## config.mk

```make
export PLATFORM = sky130hd
export DESIGN_NAME = scalar_add_driver
export DESIGN_NICKNAME = d
export VERILOG_FILES = /design/src/rtl/scalar_add_driver.sv
export SDC_FILE = /design/constraint.sdc
export NUM_CORES = 1
export LEC_CHECK = 0
export ABC_AREA = 1
export BUFFER_PORTS_ARGS = -buffer_cell sky130_fd_sc_hd__buf_4
export CAP_MARGIN = 20
export CORE_MARGIN = 4
export CORE_UTILIZATION = 60
export CTS_CLUSTER_SIZE = 25
export DETAILED_ROUTE_END_ITERATION = 16
export MAX_ROUTING_LAYER = met4
export PLACE_DENSITY = 0.81
export SLEW_MARGIN = 20
export SYNTH_ARGS = -nofsm -noshare
export SYNTH_HDL_FRONTEND = slang
export SYNTH_SLANG_ARGS = --single-unit
```

## constraint.sdc

```tcl
create_clock -name clock -period 3.95 [get_ports clock]
set_clock_uncertainty 0.15 [all_clocks]
set_input_delay 0.395 -clock clock [delete_from_list [all_inputs] [get_ports clock]]
set_output_delay 0.395 -clock clock [all_outputs]
set_load 0.005 [all_outputs]
```

## src/rtl/scalar_add_driver.sv

```systemverilog
// rtl/scalar_add_driver.sv - operand generator and sum checker facing a scalar adder
module scalar_add_driver #(
  parameter int unsigned          DATA_W     = 32,
  parameter int unsigned          NUM_OPS    = 16,
  parameter int unsigned          FIFO_DEPTH = 4,
  parameter logic [DATA_W-1:0]    A_BASE     = DATA_W'(0),
  parameter logic [DATA_W-1:0]    A_STEP     = DATA_W'(3),
  parameter logic [DATA_W-1:0]    B_BASE     = DATA_W'(1),
  parameter logic [DATA_W-1:0]    B_STEP     = DATA_W'(5)
) (
  input  logic              clock,
  input  logic              reset,
  input  logic              start,
  output logic              busy,
  output logic              done,
  output logic              req_valid,
  input  logic              req_ready,
  output logic [DATA_W-1:0] req_a,
  output logic [DATA_W-1:0] req_b,
  input  logic              resp_valid,
  output logic              resp_ready,
  input  logic [DATA_W-1:0] resp_y,
  output logic [15:0]       pass_cnt,
  output logic [15:0]       err_cnt,
  output logic              first_err_valid,
  output logic [15:0]       first_err_idx
);

  localparam int unsigned PTR_W    = $clog2(FIFO_DEPTH);
  localparam int unsigned CNT_W    = PTR_W + 1;
  localparam logic [15:0] LAST_IDX = 16'(NUM_OPS - 1);
  localparam logic [15:0] SAT      = 16'hFFFF;

  typedef enum logic [1:0] {
    IDLE  = 2'd0,
    RUN   = 2'd1,
    DRAIN = 2'd2,
    DONE  = 2'd3
  } state_t;

  state_t state_q, state_d;

  // Expected-sum FIFO: one entry per issued request, popped per checked response
  logic [DATA_W-1:0] exp_mem [FIFO_DEPTH];
  logic [PTR_W-1:0]  wr_ptr_q, rd_ptr_q;
  logic [CNT_W-1:0]  count_q;

  logic [15:0] issue_idx_q;
  logic [15:0] resp_idx_q;

  logic fifo_full, fifo_empty;
  logic req_fire, resp_fire;
  logic clear;
  logic match;

  // Fullness uses the registered count, so a same-cycle pop never frees a slot
  // for a push; this also keeps a pending request stable until it is taken.
  assign fifo_full  = (count_q == CNT_W'(FIFO_DEPTH));
  assign fifo_empty = (count_q == '0);

  assign req_valid  = (state_q == RUN) && !fifo_full;
  assign resp_ready = ((state_q == RUN) || (state_q == DRAIN)) && !fifo_empty;

  assign req_fire   = req_valid && req_ready;
  assign resp_fire  = resp_valid && resp_ready;
  assign match      = (resp_y == exp_mem[rd_ptr_q]);

  // State register
  always_ff @(posedge clock or negedge reset) begin
    if (!reset) begin
      state_q <= IDLE;
    end else begin
      state_q <= state_d;
    end
  end

  // Next-state, status flags and the run-clear strobe
  always_comb begin
    state_d = state_q;
    busy    = 1'b0;
    done    = 1'b0;
    clear   = 1'b0;
    case (state_q)
      IDLE: begin
        if (start) begin
          state_d = RUN;
          clear   = 1'b1;
        end
      end
      RUN: begin
        busy = 1'b1;
        if (req_fire && (issue_idx_q == LAST_IDX)) begin
          state_d = DRAIN;
        end
      end
      DRAIN: begin
        busy = 1'b1;
        if (resp_fire && (resp_idx_q == LAST_IDX)) begin
          state_d = DONE;
        end
      end
      DONE: begin
        done = 1'b1;
        if (start) begin
          state_d = RUN;
          clear   = 1'b1;
        end
      end
      default: begin
        state_d = IDLE;
      end
    endcase
  end

  // Expected sums are stored at request acceptance; storage needs no reset
  always_ff @(posedge clock) begin
    if (req_fire) begin
      exp_mem[wr_ptr_q] <= req_a + req_b;
    end
  end

  // Operand accumulators, FIFO bookkeeping, indices and statistics
  always_ff @(posedge clock or negedge reset) begin
    if (!reset) begin
      req_a           <= '0;
      req_b           <= '0;
      wr_ptr_q        <= '0;
      rd_ptr_q        <= '0;
      count_q         <= '0;
      issue_idx_q     <= '0;
      resp_idx_q      <= '0;
      pass_cnt        <= '0;
      err_cnt         <= '0;
      first_err_valid <= 1'b0;
      first_err_idx   <= '0;
    end else if (clear) begin
      req_a           <= A_BASE;
      req_b           <= B_BASE;
      wr_ptr_q        <= '0;
      rd_ptr_q        <= '0;
      count_q         <= '0;
      issue_idx_q     <= '0;
      resp_idx_q      <= '0;
      pass_cnt        <= '0;
      err_cnt         <= '0;
      first_err_valid <= 1'b0;
      first_err_idx   <= '0;
    end else begin
      if (req_fire) begin
        req_a       <= req_a + A_STEP;
        req_b       <= req_b + B_STEP;
        wr_ptr_q    <= wr_ptr_q + PTR_W'(1);
        issue_idx_q <= issue_idx_q + 16'd1;
      end
      if (resp_fire) begin
        rd_ptr_q   <= rd_ptr_q + PTR_W'(1);
        resp_idx_q <= resp_idx_q + 16'd1;
        if (match) begin
          if (pass_cnt != SAT) begin
            pass_cnt <= pass_cnt + 16'd1;
          end
        end else begin
          if (err_cnt != SAT) begin
            err_cnt <= err_cnt + 16'd1;
          end
          if (!first_err_valid) begin
            first_err_valid <= 1'b1;
            first_err_idx   <= resp_idx_q;
          end
        end
      end
      case ({req_fire, resp_fire})
        2'b10:   count_q <= count_q + CNT_W'(1);
        2'b01:   count_q <= count_q - CNT_W'(1);
        default: count_q <= count_q;
      endcase
    end
  end

endmodule

```

; ---- Word-level counts from Yosys, hierarchy flattened
; Memory sizes are Yosys's and may differ from the RTL's.
; Cells that the tools add are included.
[word_totals]
regBits = 154
ram_bits = 128
in_bits = 37
out_inout_bits = 117
word_cells = 103
n_memories = 1
[memory_table]
columns = memory, depth, word_bits, read_ports, rd_clocked_by_memory_dff, write_ports, line
row1 = exp_mem, 4, 32, 1, 0, 1, 44  ; logic [DATA_W-1:0] exp_mem [FIFO_DEPTH];
[classes]
add_sub_neg = 11
eq_ne = 16
muxes = 39
reduce_logical = 24
[op_table]
columns = op, n
row1 = 2-to-1 mux 16 bit, 16
row2 = 2-to-1 mux 32 bit, 4
row3 = adder 16 x 1 -> 16 bit (second input constant), 4
row4 = adder 32 x 2 -> 32 bit (second input constant), 1
row5 = adder 32 x 3 -> 32 bit (second input constant), 1
row6 = adder 32 bit, 1
row7 = == test 16 x 4 -> 1 bit (second input constant), 2
row8 = == test 32 bit, 1
row9 = != test 16 bit (second input constant), 2
row10 = 2-to-1 mux 2 bit, 7
row11 = AND reduction 3 bit, 4
row12 = nonzero test 2 bit, 5
row13 = 2-to-1 mux 1 bit, 9
row14 = != test 2 x 1 -> 1 bit (second input constant), 4
row15 = == test 2 bit (second input constant), 3
row16 = logical AND 1 bit, 6
row17 = case mux 2 bit (3 select lines), 1
row18 = case mux 3 bit (2 select lines), 1
row19 = adder 2 x 1 -> 2 bit (second input constant), 2
row20 = == test 2 x 1 -> 1 bit (second input constant), 2
row21 = OR reduction 2 bit, 2
row22 = adder 3 x 1 -> 3 bit (second input constant), 1
row23 = == test 3 bit (second input constant), 1
row24 = logical NOT 3 bit, 1
row25 = other kinds (8), 9

; ---- Longest topological paths before layout
[depth]
ltp_word = 7
ltp_mapped = 17

; ---- Worst setup path before layout
; Ideal clock, no wire load.
[synth_timing]
kind = register to register
from = register state_q[1]
to = memory exp_mem[0][0], enable pin
setup_time_ps = 421
arrival_time_ps = 2614
required_time_ps = 3379
path_slack_ps = 765
stages_incl_launch_ff = 7
path_buffers = 2
synth_period_minus_slack_ps = 3185
cell_sequence = dfrtp_1 -> inv_1 -> ha_1 -> nand3_2 -> clkbuf_1 -> clkbuf_1 -> nor2_1
[synth_between]
elab_chain_len = 5
[synth_lines]
columns = item, line
row1 = start: declaration, 41  ; state_t state_q, state_d;
row2 = start signal: assignment, 73  ; state_q <= state_d;
row3 = == test 2 x 1 -> 1 bit, 61  ; assign req_valid = (state_q == RUN) && !fifo_full;
row4 = logical AND 1 bit, 61
row5 = logical AND 1 bit, 64  ; assign req_fire = req_valid && req_ready;
row6 = 2-to-1 mux 1 bit, 117  ; if (req_fire) begin
row7 = 2-to-1 mux 1 bit (implied by the code), 118  ; exp_mem[wr_ptr_q] <= req_a + req_b;
row8 = end: declaration, 44
; Every way passes these cells.

; ---- Worst setup path in the final report
[layout_timing]
from = register rd_ptr_q[0]
to = register err_cnt[2]
[layout_between]
elab_chain_len = 4
[layout_lines]
columns = item, line
row1 = start: declaration, 45  ; logic [PTR_W-1:0] wr_ptr_q, rd_ptr_q;
row2 = start signal: assignment, 156  ; rd_ptr_q <= rd_ptr_q + PTR_W'(1);
row3 = memory (4 x 32 bit), -
row4 = == test 32 bit, 66  ; assign match = (resp_y == exp_mem[rd_ptr_q]);
row5 = != test 2 bit (no line), -
row6 = AND reduction 3 bit (no line), -
row7 = end signal: assignment, 164  ; err_cnt <= err_cnt + 16'd1;
row8 = end: declaration, 24  ; output logic [15:0] err_cnt,
; Every way passes these cells.
; A chain may end at the register's enable or synchronous reset.

==> impl_metrics.env <==
export IMPL_grt_pass1_vias=14000
export IMPL_clkSinkCount=282
export IMPL_die_w_um=171
export IMPL_setup_violations=0
export IMPL_synthXorXnorAreaFrac_pct=2.81
export IMPL_grt_antenna_before_repair=0
export IMPL_cts_root_buf="clkbuf_16"
export IMPL_routed_wl_um=44400
export IMPL_peakVddDrop_uv=572
export IMPL_start_util_pct=61.0
export IMPL_fin_area_um2=18400
export IMPL_dpl_instance_area_um2=17400
export IMPL_drtAntennaViolNets=0
export IMPL_area_growth_pct=15.6
export IMPL_min_path_type="in -> reg"
export IMPL_diodes=0
export IMPL_fin_crit_ns=3.11
export IMPL_htree_levels=1
export IMPL_final_cells=2474
export IMPL_design_die_area_um2=29200
export IMPL_synth_simple_area_share_pct=30.7
export IMPL_cts_buffer_depth=3
export IMPL_core_um2=26100
export IMPL_synth_most_common_cell="nand2_1"
export IMPL_p_per_area_nw_per_um2=523
export IMPL_fmax_mhz=321
export IMPL_gp_congestion=0.970
export IMPL_via_per_inst=5.84
export IMPL_dp_cells=2419
export IMPL_route_detailed_drc=0
export IMPL_finalNetCount=2200
export IMPL_period_share_pct=78.8
export IMPL_worst_pin_slew_ns=0.851
export IMPL_die_y_um=171
export IMPL_ys_ff_latch=282
export IMPL_ys_flop_type="dfrtp_1"
export IMPL_nFillCells=2099
export IMPL_grt_max_degree=83
export IMPL_drt_first_pass_iters=7
export IMPL_grt_first_pass_wirelength_um=71500
export IMPL_hold_violations=0
export IMPL_rows=59
export IMPL_synthAdderAreaFrac_pct=3.79
export IMPL_synth_area_per_cell_um2=8.07
export IMPL_ys_seq_area_share_pct=48.4
export IMPL_synth_top_area_share_pct=24.2
export IMPL_synth_common_cells="551 x nand2_1, 195 x inv_1, 189 x nand3_1"
export IMPL_cp_max_fo=65
export IMPL_synthArstFlopShare_pct=54.6
export IMPL_grt_ovfl_total=0
export IMPL_clk_latency_ns=0.58
export IMPL_yosysTopAreaCell="dfrtp_1"
export IMPL_synth_edf_count=128
export IMPL_drt_initial_drc_count=1230
export IMPL_dr_total_vias=14400
export IMPL_drv_slew=0
export IMPL_synthesis_nets=2053
export IMPL_num_io_pins=154
export IMPL_drive_gt1_share_pct=11.0
export IMPL_yosys_top_cells_area="dfrtp_1 24%, edfxtp_1 24%, nand2_1 13%"
export IMPL_muxShareOfSynthArea_pct=0.0709
export IMPL_wire_per_inst_um=17.9
export IMPL_synth_top_family_by_area="simple AND/OR/NAND/NOR gates"
export IMPL_netlist_instances=1969
export IMPL_tritoncts="yes"
export IMPL_cap_viol_max_count=0
export IMPL_crit_type="reg -> reg"
export IMPL_syn_cell_area_um2=15900
export IMPL_timing_setup_tns_ns=0
export IMPL_yosysWarnings=0
export IMPL_p_leak_nw=8.50
export IMPL_endpoint_kind="flop"
export IMPL_finish_utilization_pct=70.5
export IMPL_track_usage_pct=31.3
export IMPL_status="complete, no violations"
export IMPL_portBuffers=153
export IMPL_worstSetupStartpointType="flop"
export IMPL_slew_headroom_pct=41.8
export IMPL_cts_made_buffers=29
export IMPL_synth_compound_area_share_pct=7.90
export IMPL_critical_path_required_ns=4.29
export IMPL_crit_arrival_ns=3.46
export IMPL_clk_pin_slew_ns=0.06
export IMPL_rsz0062_at_grt="no"
export IMPL_hpwl_um=31900
export IMPL_yosysUniqueCellTypes=48
[per-layer routing]
| metal | share of wire (%) | global-route usage [%] |
|---|---|---|
| met1 | 42 | 40.9 |
| met2 | 49 | 52.2 |
| met3 | 6.2 | 3.44 |
| met4 | 2.9 | 9.13 |
| met5 | 0 | - |
[cells by family (layout without fill, tap and decap cells)]
family	Yosys count	after routing
multiplexers	1	1
buffers and inverters	253	423
flip-flops	282	282
XOR/XNOR	51	51
AO/OA/AOI/OAI	229	229
adder cells (fa/ha/maj)	47	47
AND/OR/NAND/NOR	1106	1106
[cells in the final DEF, fill, tap and decap left out, drive strengths merged, types with 12 or more instances in the layout]
cell type and n:
xor2 44, nor3 71, a21oi 98, nand4 64, inv 198, o21ai 87, a31oi 12, dfrtp 154
nand3 193, nor2 170, edfxtp 128, nand3b 23, clkbuf 37, buf 169, nand2 552, nor4 19
ha 45
[worst max-delay path, cell delays in order, from the launching register on]
cell and delay (ns):
dfrtp_2 0.36, buf_4 0.52, nand2_1 0.12, nand3_1 0.16
nand3_1 0.09, nand2_1 0.08, nand3_1 0.06, nor2_1 0.11
nand2_1 0.14, nor2_4 0.21, nand3_2 0.36, nand3_2 0.40
nand2_1 0.11, nand2_1 0.08
[path summary, 6_finish.rpt]
check                      depth (start not counted)            from             end  slack, ns
max reg2reg                                       13     rd_ptr_q[0]      err_cnt[2]       0.84
min reg2reg                                        1  issue_idx_q[3]  issue_idx_q[3]       0.35
min in group asynchronous                          2           reset     pass_cnt[4]       0.29
min                                                4           start      state_q[1]       0.12
max in group asynchronous                          3           reset       req_a[11]       2.46
max                                               13     rd_ptr_q[0]      err_cnt[2]       0.84
[through the flow]
| stage | hold WS [ns] | power (mW) | setup slack, ns |
|---|---|---|---|
| after floorplan | -0.0506 | 5.73 | 0.765 |
| after global placement | 0.324 | 6.59 | 1.00 |
| after detailed placement | 0.338 | 6.70 | 0.913 |
| after CTS | 0.108 | 9.60 | 0.830 |
| after global routing | 0.132 | 10.1 | 0.584 |
| final | 0.119 | 9.61 | 0.836 |
[flip-flops by register name, indices dropped and copies added (netlist names), 3 cells and up]
signal / cells
issue_idx_q: 16
resp_idx_q: 16
err_cnt: 16
pass_cnt: 16
first_err_idx: 16
req_b: 32
count_q: 3
req_a: 32
exp_mem: 128
[timing repair]
action / 4_1_cts / 5_1_grt
hold buffers: 1 / 0
hold endpoints to repair: 80 / 0
setup buffers: 0 / 0
gates resized for setup: 0 / 0
[final cells by class]
class                   count  area [µm²]  area share [%]
multi-input cells        1434        7210            39.2
clock buffers              37         766            4.17
clock inverters            17         241            1.31
inverters                 199         747            4.06
repair buffers            170        1290            7.05
flip-flops and latches    282        7700            41.9
well taps                 335         419            2.28
[power breakdown]
part	switching [mW]	internal [mW]
registers	0.237	3.43
clock network	1.19	1.71
logic	2.13	0.907
(Power assumes the default switching activity.)
